===== src/rtl/pong_game_ctrl.sv =====
// Pong game-state controller: serve hold-off, BCD scoring, lives and game-over.
// Sits after the ball/paddle stage in the pixel clock domain; all outputs registered.
module pong_game_ctrl #(
  parameter int unsigned LIVES_INIT   = 3,
  parameter int unsigned SERVE_FRAMES = 60,
  parameter int unsigned MISS_Y       = 450
) (
  input  logic       clk,
  input  logic       rst,
  input  logic       frame_tick,
  input  logic       start_btn,
  input  logic       paddle_hit,
  input  logic [8:0] ball_y,
  output logic       ball_move_en,
  output logic       ball_serve,
  output logic [7:0] score_bcd,
  output logic [1:0] lives,
  output logic       game_over,
  output logic [2:0] state_dbg
);

  localparam logic [2:0] IDLE      = 3'd0;
  localparam logic [2:0] SERVE     = 3'd1;
  localparam logic [2:0] PLAY      = 3'd2;
  localparam logic [2:0] MISS      = 3'd3;
  localparam logic [2:0] GAME_OVER = 3'd4;

  localparam logic [1:0] LIVES_LOAD = 2'(LIVES_INIT);
  localparam logic [7:0] SERVE_LAST = 8'(SERVE_FRAMES - 1);
  localparam logic [8:0] MISS_ROW   = 9'(MISS_Y);

  logic [2:0] state;
  logic [2:0] stateNext;
  logic [7:0] scoreQ;
  logic [1:0] livesQ;
  logic [7:0] frameCnt;
  logic       hitSeen;
  logic       startQ;
  logic       moveEnQ;
  logic       serveQ;
  logic       gameOverQ;

  logic startRise;
  logic missTick;
  logic scoreHit;

  // Saturating two-digit BCD increment.
  function automatic logic [7:0] bcdInc(input logic [7:0] v);
    logic [7:0] r;
    if (v == 8'h99)
      r = v;
    else if (v[3:0] == 4'd9)
      r = {v[7:4] + 4'd1, 4'd0};
    else
      r = {v[7:4], v[3:0] + 4'd1};
    return r;
  endfunction

  assign startRise = start_btn & ~startQ;
  assign missTick  = frame_tick && (ball_y >= MISS_ROW);
  assign scoreHit  = (state == PLAY) && paddle_hit && !hitSeen;

  // Next-state selection for the game FSM.
  always_comb begin
    stateNext = state;
    case (state)
      IDLE, GAME_OVER: if (startRise) stateNext = SERVE;
      SERVE:           if (frame_tick && frameCnt == SERVE_LAST) stateNext = PLAY;
      PLAY:            if (missTick) stateNext = MISS;
      MISS:            stateNext = (livesQ == 2'd1) ? GAME_OVER : SERVE;
      default:         stateNext = IDLE;
    endcase
  end

  // State, counters, score/lives bookkeeping and registered outputs.
  always_ff @(posedge clk) begin
    if (rst) begin
      state     <= IDLE;
      scoreQ    <= '0;
      livesQ    <= LIVES_LOAD;
      frameCnt  <= '0;
      hitSeen   <= 1'b0;
      startQ    <= 1'b1;
      moveEnQ   <= 1'b0;
      serveQ    <= 1'b0;
      gameOverQ <= 1'b0;
    end else begin
      startQ    <= start_btn;
      state     <= stateNext;
      // Move enable and game-over track the state being entered so they
      // stay registered yet line up exactly with state_dbg.
      moveEnQ   <= (stateNext == PLAY);
      gameOverQ <= (stateNext == GAME_OVER);
      serveQ    <= 1'b0;
      case (state)
        IDLE, GAME_OVER: begin
          if (startRise) begin
            scoreQ   <= '0;
            livesQ   <= LIVES_LOAD;
            frameCnt <= '0;
            hitSeen  <= 1'b0;
            serveQ   <= 1'b1;
          end
        end
        SERVE: begin
          hitSeen <= 1'b0;
          if (frame_tick)
            frameCnt <= (frameCnt == SERVE_LAST) ? '0 : frameCnt + 8'd1;
        end
        PLAY: begin
          if (scoreHit)
            scoreQ <= bcdInc(scoreQ);
          // A hit coinciding with frame_tick is scored but the tick still opens a fresh frame.
          hitSeen <= frame_tick ? 1'b0 : (hitSeen | paddle_hit);
        end
        MISS: begin
          if (livesQ == 2'd1) begin
            livesQ <= '0;
          end else begin
            livesQ   <= livesQ - 2'd1;
            frameCnt <= '0;
            serveQ   <= 1'b1;
          end
        end
        default: ;
      endcase
    end
  end

  assign ball_move_en = moveEnQ;
  assign ball_serve   = serveQ;
  assign score_bcd    = scoreQ;
  assign lives        = livesQ;
  assign game_over    = gameOverQ;
  assign state_dbg    = state;

endmodule


===== config.mk =====
export PLATFORM = sky130hd
export DESIGN_NAME = pong_game_ctrl
export DESIGN_NICKNAME = d
export VERILOG_FILES = /design/src/rtl/pong_game_ctrl.sv
export SDC_FILE = /design/constraint.sdc
export NUM_CORES = 1
export LEC_CHECK = 0
export CORE_ASPECT_RATIO = 0.75
export CORE_MARGIN = 4
export CORE_UTILIZATION = 30
export CTS_CLUSTER_DIAMETER = 150
export DETAILED_ROUTE_END_ITERATION = 6
export SETUP_SLACK_MARGIN = 0.15
export SLEW_MARGIN = 10
export SYNTH_ARGS = -nofsm -noshare
export SYNTH_HDL_FRONTEND = slang
export SYNTH_SLANG_ARGS = --single-unit

===== constraint.sdc =====
create_clock -name clk -period 2.2 [get_ports clk]
set_clock_uncertainty 0.05 [all_clocks]
set_input_delay 0.44 -clock clk [delete_from_list [all_inputs] [get_ports clk]]
set_output_delay 0.44 -clock clk [all_outputs]
set_load 0.05 [all_outputs]

==> results.toml, run 1 <==
[outcome]
status = "completed"

[power]
ir_drop_v = 0.000231
powerDensity_nw_per_um2 = 551
p_leak_nw = 0.767

[critical_path]
max_stage_delay_ps = 830
crit_end = "score_bcd[6]"
critical_path_peak_fanout = 5
cp_top_family = "buffers and inverters"
crit_path_start_kind = "flop"
arrival_ps = 1520
crit_path_start = "score_bcd[6]"
worst_path_max_delay_cell = "clkdlybuf4s50_1"
critical_path_class = "flop to output pin"
r2r_end = "score_bcd[6]"
cp_num_cells = 1
worstPathCellList = "clkdlybuf4s50_1"
worstRegToRegCells = 7
crit_buf_inv = 1
worst_setup_path_end_kind = "output pin"
r2r_slack_ps = 300
required_ps = 1710
rr_startpoint = "score_bcd[1]"

[synthesis]
synth_top_area_share = 0.384
syn_avg_cell_area_um2 = 9.09
async_reset_ff_frac = 0
synthCells = 149
synth_top_cell_by_area = "dfxtp_1"
netlist_area_um2 = 1350
syn-num-nets = 169
synth-seq-cells = 26
synth_cell_types = 43
synth_flop_cell = "dfxtp_1"
yosysWarnings = 0
synth_edf_count = 0
seq_area_frac_synth = 0.384
synth_top_cells_by_area = "dfxtp_1, ha_1, nor2_1"

[cells_and_area]
final_cell_mix = "dfxtp_1, nor2_1, clkdlybuf4s50_1"
antennaDiodeCount = 0
syn_to_final_growth_pct = 32.9
stdcell_count = 238
post-route-util = 0.428
drive_gt1_frac = 0.131
fin_nets = 204
n_fill_cell = 434
layout_commonest_cell = "dfxtp_1"

[sta]
rsz0062_at_grt = "false"
timing.setup.tns_ps = 0
tightestPinTransition_ps = 510
worst_slack_ps = 194
fmax_ghz = 0.498
setup_violations = 0
final_max_slew_viol_count = 0
fin_crit_sh = 0.912
max_slew_margin = 0.660
min_period_ps = 2010
finalHoldViolCount = 0

[die]
floorplan.rows = 20
dieWidth_um = 85.6
die-area_um2 = 5660
core_um2 = 4200
initial_core_util = 0.322
ios = 30
die_y_um = 66.2

[clock_tree]
clock_sinks = 26
htreeDepth = 1
root_buffer = "clkbuf_8"
numCtsBuffers = 3
cts_hold_buffers = 0
cts_buffer_depth = 2
clk_latency_ps = 270
cts_tree = "built"
clk_pin_slew_worst_paths_ps = 90

[drt]
first_iter_violations = 54
wl_met2_um = 1380
wl_met1_um = 1630
post_drt_wl_per_cell_um = 13.6
route.met3.wl_um = 194
drtPass1Iterations = 4
wl_um = 3240
top_layer = "met4"
drc = 0
viasPerCell = 5.00
routed-via-count = 1190
drtAntennaViolNets = 0

[placed_design]
place_hpwl_um = 2490
pre_cts_ws_ps = 12.0
place_congestion = 0.780
dp.cells = 234
port_buffers = 28

[global_route]
grt_usage = 0.125
grt_max_degree = 16
antenna_found_initial = 0
grt_pass1_vias = 1189
grt_overflow_total = 0
grt_first_pass_wirelength_um = 5660

[hold_path]
hold_depth = 2
hp-class = "flop to flop"

[job]
maxCapViolations = 0
-- power by group --
group / leakage [nW] / total (mW) / internal (mW) / switching [mW]
Sequential: 0.211 / 0.487 / 0.477 / 0.0106
Combinational: 0.521 / 0.103 / 0.0489 / 0.0542
Clock: 0.0357 / 0.401 / 0.244 / 0.158
Total: 0.767 / 0.992 / 0.769 / 0.222
-- cells by family after synthesis --
| group | share of synthesized area |
|---|---|
| flip-flops | 0.384 |
| XOR/XNOR | 0.0647 |
| AO/OA/AOI/OAI | 0.162 |
| multiplexers | 0.00739 |
| adder cells (fa/ha/maj) | 0.0555 |
| AND/OR/NAND/NOR | 0.289 |
| buffers and inverters | 0.0370 |
-- layout make-up --
class                   count  area [µm²]  share of cell area
multi-input cells         111         783               0.435
flip-flops and latches     26         522               0.290
repair buffers             34         324               0.180
well taps                  55        68.8              0.0382
clock buffers               3        41.3              0.0229
clock inverters             1        30.0              0.0167
inverters                   8        30.0              0.0167
-- metal layers --
layer	vias up	global-route usage
li1	603	-
met5	-	0
met3	2	0.0311
met2	31	0.193
met4	0	0.0455
met1	554	0.168
-- sequential cells by signal, summed over array words and instances, names as in the netlist --
register      cells
ball_serve        1
state_dbg         3
score_bcd         8
startQ            1
frameCnt          8
game_over         1
ball_move_en      1
hitSeen           1
lives             2
-- cells in the mapped netlist (all sizes together), types with 3 or more instances --
master / n
nor3: 5
nor2b: 3
xor2: 7
nand2b: 4
dfxtp: 26
a21oi: 10
nand4: 6
xnor2: 3
o21ai: 3
nand2: 7
nand3: 6
a211oi: 3
o21bai: 3
inv: 8
ha: 6
nor2: 20
-- metrics by stage --
step | area [µm²] | power, mW | hold slack, ps
3_3_place_gp | 1720 | 0.598 | 407
4_1_cts | 1790 | 1.01 | 439
6_report | 1800 | 0.992 | 434
5_1_grt | 1800 | 1.03 | 465
3_5_place_dp | 1720 | 0.601 | 424
2_1_floorplan | 1360 | 0.555 | 394
-- how the worst min path moves through the flow --
stage	end	slack [ps]	startpoint
6_report	frameCnt[1]	430	frameCnt[1]
5_1_grt	frameCnt[1]	470	frameCnt[1]
4_1_cts	frameCnt[1]	440	frameCnt[1]
3_5_place_dp	frameCnt[1]	420	frameCnt[1]
3_3_place_gp	frameCnt[1]	410	frameCnt[1]
2_1_floorplan	frameCnt[1]	390	frameCnt[1]
-- repair_timing --
action	4_1_cts	5_1_grt
setup endpoints to repair	3	3
gates cloned	0	0
resized for setup	3	3
setup buffers	0	0
No activity file was read; power rests on OpenSTA's default activity.
==> inputs of run 2 (changes only) <==
ABC_CLOCK_PERIOD_IN_PS = 2200   (was unset)
SLEW_MARGIN = unset   (was 10)
==> results of run 2 <==
No change in the layout: final DEF, timing and power equal those of run 1.
